## src/rtl/maze_navigator.sv

```systemverilog
// Grid maze player: validates direction pulses against a wall map, tracks strikes and moves,
// and enforces a lockout gap between evaluated moves.
module maze_navigator #(
  parameter int unsigned COLS        = 18,
  parameter int unsigned ROWS        = 11,
  parameter int unsigned MAX_STRIKES = 3,
  parameter int unsigned GAP_CYCLES  = 10_000_000,
  localparam int unsigned RW = (ROWS > 1) ? $clog2(ROWS) : 1,
  localparam int unsigned CW = (COLS > 1) ? $clog2(COLS) : 1
) (
  input  logic                 clk_i,
  input  logic                 rst_ni,
  input  logic                 start_i,
  input  logic                 pause_i,
  input  logic                 up_i,
  input  logic                 down_i,
  input  logic                 left_i,
  input  logic                 right_i,
  input  logic [COLS*ROWS-1:0] wall_map_i,
  input  logic [RW-1:0]        start_row_i,
  input  logic [CW-1:0]        start_col_i,
  input  logic [RW-1:0]        goal_row_i,
  input  logic [CW-1:0]        goal_col_i,
  output logic [RW-1:0]        pos_row_o,
  output logic [CW-1:0]        pos_col_o,
  output logic [2:0]           state_o,
  output logic                 bump_o,
  output logic [3:0]           strikes_o,
  output logic [15:0]          move_count_o
);

  localparam int unsigned IW = $clog2(COLS * ROWS);
  localparam int unsigned LW = (GAP_CYCLES > 1) ? $clog2(GAP_CYCLES) : 1;
  localparam logic [LW-1:0] LockLoad = LW'(GAP_CYCLES - 1);
  localparam logic [RW-1:0] RowMax   = RW'(ROWS - 1);
  localparam logic [CW-1:0] ColMax   = CW'(COLS - 1);

  typedef enum logic [2:0] {
    StIdle   = 3'd0,
    StPlay   = 3'd1,
    StPaused = 3'd2,
    StWon    = 3'd3,
    StFail   = 3'd4
  } state_e;

  // Assert asynchronously, release on a clock edge so the first active edge is clean.
  logic [1:0] rst_sync_q;
  logic       rst_int_n;

  always_ff @(posedge clk_i or negedge rst_ni) begin
    if (!rst_ni) rst_sync_q <= '0;
    else         rst_sync_q <= {rst_sync_q[0], 1'b1};
  end
  assign rst_int_n = rst_sync_q[1];

  state_e        state_q, state_d;
  logic [RW-1:0] pos_row_q, pos_row_d;
  logic [CW-1:0] pos_col_q, pos_col_d;
  logic          bump_q, bump_d;
  logic [3:0]    strikes_q, strikes_d;
  logic [15:0]   move_count_q, move_count_d;
  logic [LW-1:0] lock_q, lock_d;

  logic [RW-1:0] start_row_c, goal_row_c, tgt_row;
  logic [CW-1:0] start_col_c, goal_col_c, tgt_col;
  logic [IW-1:0] tgt_idx;
  logic          move_req, off_grid, legal;

  assign start_row_c = (start_row_i > RowMax) ? RowMax : start_row_i;
  assign start_col_c = (start_col_i > ColMax) ? ColMax : start_col_i;
  assign goal_row_c  = (goal_row_i > RowMax) ? RowMax : goal_row_i;
  assign goal_col_c  = (goal_col_i > ColMax) ? ColMax : goal_col_i;

  // Priority up > down > left > right; lower-priority pulses are simply not looked at.
  always_comb begin
    tgt_row  = pos_row_q;
    tgt_col  = pos_col_q;
    off_grid = 1'b0;
    move_req = up_i | down_i | left_i | right_i;
    if (up_i) begin
      off_grid = (pos_row_q == '0);
      tgt_row  = pos_row_q - RW'(1);
    end else if (down_i) begin
      off_grid = (pos_row_q == RowMax);
      tgt_row  = pos_row_q + RW'(1);
    end else if (left_i) begin
      off_grid = (pos_col_q == '0);
      tgt_col  = pos_col_q - CW'(1);
    end else if (right_i) begin
      off_grid = (pos_col_q == ColMax);
      tgt_col  = pos_col_q + CW'(1);
    end
    tgt_idx = IW'(tgt_row) * IW'(COLS) + IW'(tgt_col);
    legal   = !off_grid && wall_map_i[tgt_idx];
  end

  always_comb begin
    state_d      = state_q;
    pos_row_d    = pos_row_q;
    pos_col_d    = pos_col_q;
    bump_d       = 1'b0;
    strikes_d    = strikes_q;
    move_count_d = move_count_q;
    lock_d       = lock_q;
    if (start_i) begin
      pos_row_d    = start_row_c;
      pos_col_d    = start_col_c;
      strikes_d    = '0;
      move_count_d = '0;
      lock_d       = '0;
      state_d      = (start_row_c == goal_row_c && start_col_c == goal_col_c) ? StWon : StPlay;
    end else begin
      unique case (state_q)
        StPlay: begin
          if (pause_i) begin
            state_d = StPaused;
          end else if (lock_q != '0) begin
            lock_d = lock_q - LW'(1);
          end else if (move_req) begin
            lock_d = LockLoad;
            if (legal) begin
              pos_row_d = tgt_row;
              pos_col_d = tgt_col;
              if (move_count_q != 16'hFFFF) move_count_d = move_count_q + 16'd1;
              if (tgt_row == goal_row_c && tgt_col == goal_col_c) state_d = StWon;
            end else begin
              bump_d    = 1'b1;
              strikes_d = strikes_q + 4'd1;
              if (strikes_d == 4'(MAX_STRIKES)) state_d = StFail;
            end
          end
        end
        StPaused: if (!pause_i) state_d = StPlay;
        default: ;
      endcase
    end
  end

  always_ff @(posedge clk_i or negedge rst_int_n) begin
    if (!rst_int_n) begin
      state_q      <= StIdle;
      pos_row_q    <= '0;
      pos_col_q    <= '0;
      bump_q       <= 1'b0;
      strikes_q    <= '0;
      move_count_q <= '0;
      lock_q       <= '0;
    end else begin
      state_q      <= state_d;
      pos_row_q    <= pos_row_d;
      pos_col_q    <= pos_col_d;
      bump_q       <= bump_d;
      strikes_q    <= strikes_d;
      move_count_q <= move_count_d;
      lock_q       <= lock_d;
    end
  end

  assign state_o      = state_q;
  assign pos_row_o    = pos_row_q;
  assign pos_col_o    = pos_col_q;
  assign bump_o       = bump_q;
  assign strikes_o    = strikes_q;
  assign move_count_o = move_count_q;

endmodule
```

## config.mk

```make
export PLATFORM = sky130hd
export DESIGN_NAME = maze_navigator
export DESIGN_NICKNAME = d
export VERILOG_FILES = /design/src/rtl/maze_navigator.sv
export SDC_FILE = /design/constraint.sdc
export NUM_CORES = 1
export LEC_CHECK = 0
export CAP_MARGIN = 30
export CORE_AREA = 2 2 128 130
export DETAILED_ROUTE_END_ITERATION = 16
export DIE_AREA = 0 0 130 132
export PLACE_DENSITY_LB_ADDON = 0.2
export SLEW_MARGIN = 30
export SYNTH_ARGS = -nofsm -noshare
export SYNTH_HDL_FRONTEND = slang
export SYNTH_SLANG_ARGS = --single-unit
```

## constraint.sdc

```tcl
create_clock -name clk_i -period 2.1 [get_ports clk_i]
set_clock_uncertainty 0.15 [all_clocks]
set_input_delay 0.42 -clock clk_i [delete_from_list [all_inputs] [get_ports clk_i]]
set_output_delay 0.42 -clock clk_i [all_outputs]
set_load 0.02 [all_outputs]
```

==> results.cfg <==
[outcome]
status = complete, but fails checks
violations = negative setup slack

[run]
drv_cap = 0

[die]
die_y_um = 132
initial_core_util_pct = 39.4
die_area_um2 = 17200
die_x_um = 130
row_count = 46
core_area_um2 = 15700
num_io_pins = 257

[critical_path]
cp_slowest_cell = nor4_4
slowest_delay_ns = 0.39
reg2reg_from = pos_col_o[0]$_DFFE_PN0P_
endpoint_kind = flip-flop
startpoint = pos_col_o[0]$_DFFE_PN0P_
timing.critical_path.buf_inv = 6
path_cells = inv_2, ha_4, nand2_2, o22a_1, o21ai_2, ha_4, inv_2, fa_2, xnor2_4, xnor2_4, clkbuf_16, nand2_2, and3_4, o311a_4, o31a_1, buf_6, nor4_4, buf_12, buf_6, mux2i_1, o21ai_1
worst_ep_required_time_ns = 2.14
worstSetupPathType = reg2reg
arrival_ns = 4.64
path_delay_family = compound AO/OA/AOI/OAI gates
startpoint_type = flip-flop
worstPathMaxFanout = 5

[power]
power.total_w = 0.0147
p_leak_nw = 5.02
peakVddDrop_uv = 868
powerDensity_nw_per_um2 = 1220

[global_route]
grt_max_degree = 46
grt_pass1_wl_um = 38600
overflow = 0
grt_pass1_vias = 7526
grt_util_all_layers_pct = 28.7
antenna_found_initial = 1

[cts]
tritoncts = done
clk_pin_slew_ns = 0.05
clock_path_buffers = 2
cts.sinks = 59
ctsHoldBuffers = 0
htree_levels = 3
clock_latency_ns = 0.34
cts_made_buffers = 9
cts-root-buf = clkbuf_16

[sta]
finalSetupViolCount = 57
fin_crit_ns = 4.60
drv_slew = 0
hold_viol_final = 0
hold_slack_ns = 0.0147
max_freq_mhz = 218
rsz0062_at_grt = yes
worst_slack_ns = -2.50
finalCritPeriodShare_pct = 219
tightest_slew_ns = 0.477
maxSlewHeadroom_pct = 67.4

[placed_design]
gp_congestion = 0.922
place_hpwl_um = 19800
numPortBuffers = 256

[synthesis]
synth_cell_types = 79
avgSynthCellArea_um2 = 9.29
synthCells = 666
synth_seq_cells = 59
yosysWarnings = 0
async_reset_ff_share_pct = 100
yosysSeqAreaShare_pct = 23.9
synth_ff_type = dfrtp_1
postSynthNetCount = 909
syn_area_um2 = 6190
synth_edf_count = 0

[final_layout]
drive_gt1_share_pct = 38.9
fin_nets = 1389
post-route-util_pct = 76.5
area_delta_synth_final_pct = 94.1
layout_common_cells = clkdlybuf4s50_1 (247), buf_4 (204), dfrtp_1 (55)
final_common_cell = clkdlybuf4s50_1

[worst_hold_path]
hold_class = reg2async

[routing]
drtAntennaViolNets = 0
viasPerCell = 5.60
firstDrtPassIters = 7
wl_per_cell_um = 19.5
drt_wl_total_um = 26700
dr_total_vias = 7663
drt_iter0_drc = 514
drc = 0
-- where the power goes --
part	switching, W	internal (W)
Sequential	0.000180	0.00138
Clock	0.000521	0.00101
Combinational	0.00530	0.00626
-- cell families after synthesis --
kind of cell / synth area share, %
and+or+nand+nor: 23.1
AOI/OAI and AO/OA: 16.7
buffers and inverters: 4.99
muxes: 20.2
DFF: 23.9
xor gates and xnor gates: 6.99
adders and majority gates: 4.14
other: 0.0606
-- Yosys cell counts, drive strengths merged (3+ instances only) --
cell type	count	area share, %
mux2	3	0.55
o211ai	6	0.73
a311oi	10	1.4
mux4	49	18
nand3	18	1.5
nor2	45	2.8
nand2b	6	0.61
a211oi	6	0.73
a21oi	45	3.6
xor2	15	2.4
o311a	4	0.65
nand4b	4	0.57
a31oi	9	0.91
inv	27	1.6
xnor2	25	4.6
nand3b	3	0.36
or4	6	0.73
nor4	12	1.5
dfrtp	59	24
nor3	19	1.5
nor4b	3	0.42
o31ai	8	1.1
ha	18	3.6
and3	24	2.4
nor3b	16	1.9
and4b	3	0.49
nand2	60	3.6
or3	15	1.6
and2	6	0.61
nor2b	3	0.30
or2	6	0.61
o21ai	35	2.9
mux2i	11	1.8
nand4	10	1.1
buf	14	1.8
clkbuf	25	1.5
o31a	4	0.57
o41ai	5	0.71
-- layer usage --
layer  routed length (µm)  track usage [%]  part of all wire [%]
met1                 9900             33.3                    37
met2                13700             52.4                    51
met3                 2060             5.07                   7.7
met4                  997             9.98                   3.7
met5                    0                0                     0
-- worst paths after layout --
kind                                               end  slack (ns)  cells past startpoint
max in group asynchronous     pos_row_o[0]$_DFFE_PN0P_        1.21                      1
setup reg to reg              pos_row_o[3]$_DFFE_PN0P_       -2.50                     21
hold / removal             move_count_o[6]$_DFFE_PN0P_        0.01                      0
min in group clk_i             rst_sync_q[1]$_DFF_PN0_        0.20                      0
setup / recovery              pos_row_o[3]$_DFFE_PN0P_       -2.50                     21
hold reg to reg            move_count_o[6]$_DFFE_PN0P_        0.01                      0
-- worst reg2reg max path: stages, from the launching register on --
cell and delay, ns:
dfrtp_2 0.37, inv_2 0.05, ha_4 0.26, nand2_2 0.05
o22a_1 0.17, o21ai_2 0.19, ha_4 0.18, inv_2 0.04
fa_2 0.38, xnor2_4 0.28, xnor2_4 0.19, clkbuf_16 0.18
nand2_2 0.04, and3_4 0.17, o311a_4 0.32, o31a_1 0.32
buf_6 0.14, nor4_4 0.39, buf_12 0.19, buf_6 0.11
mux2i_1 0.20, o21ai_1 0.09
-- cell type report --
cell class	count	area, µm²
Timing Repair Buffer	508	4750
Clock inverter	2	35.0
Fill cell	1076	3700
Inverter	28	106
Antenna cell	1	2.50
Multi-Input combinational cell	540	5090
Tap cell	216	270
Sequential cell	59	1480
Clock buffer	14	274
-- per-stage QoR --
stage                     setup TNS (ns)  setup WS, ns  instances  instance area [µm²]
after floorplan                   -77.91         -2.58        666                 6380
after global placement           -108.39         -2.94       1314                10700
after detailed placement         -109.94         -2.98       1314                10700
after CTS                         -80.68         -2.41       1349                11500
after global routing              -93.47         -2.70       1368                12000
final                             -84.29         -2.50       1368                12000
-- registers in the layout, summed over array words and instances, names as in the netlist --
signal,cells
move_count_o,16
rst_sync_q,2
strikes_o,4
bump_o,1
lock_q,24
pos_row_o,4
state_o,3
pos_col_o,5
-- what timing repair did --
action / CTS / global route
gates resized for setup: 77 / 85
setup endpoints to repair: 58 / 58
setup buffers: 21 / 20
endpoints found under the hold margin: 0 / 0
cloned: 1 / 2
pin swaps: 40 / 36
Power figures use the tool's default switching activity.
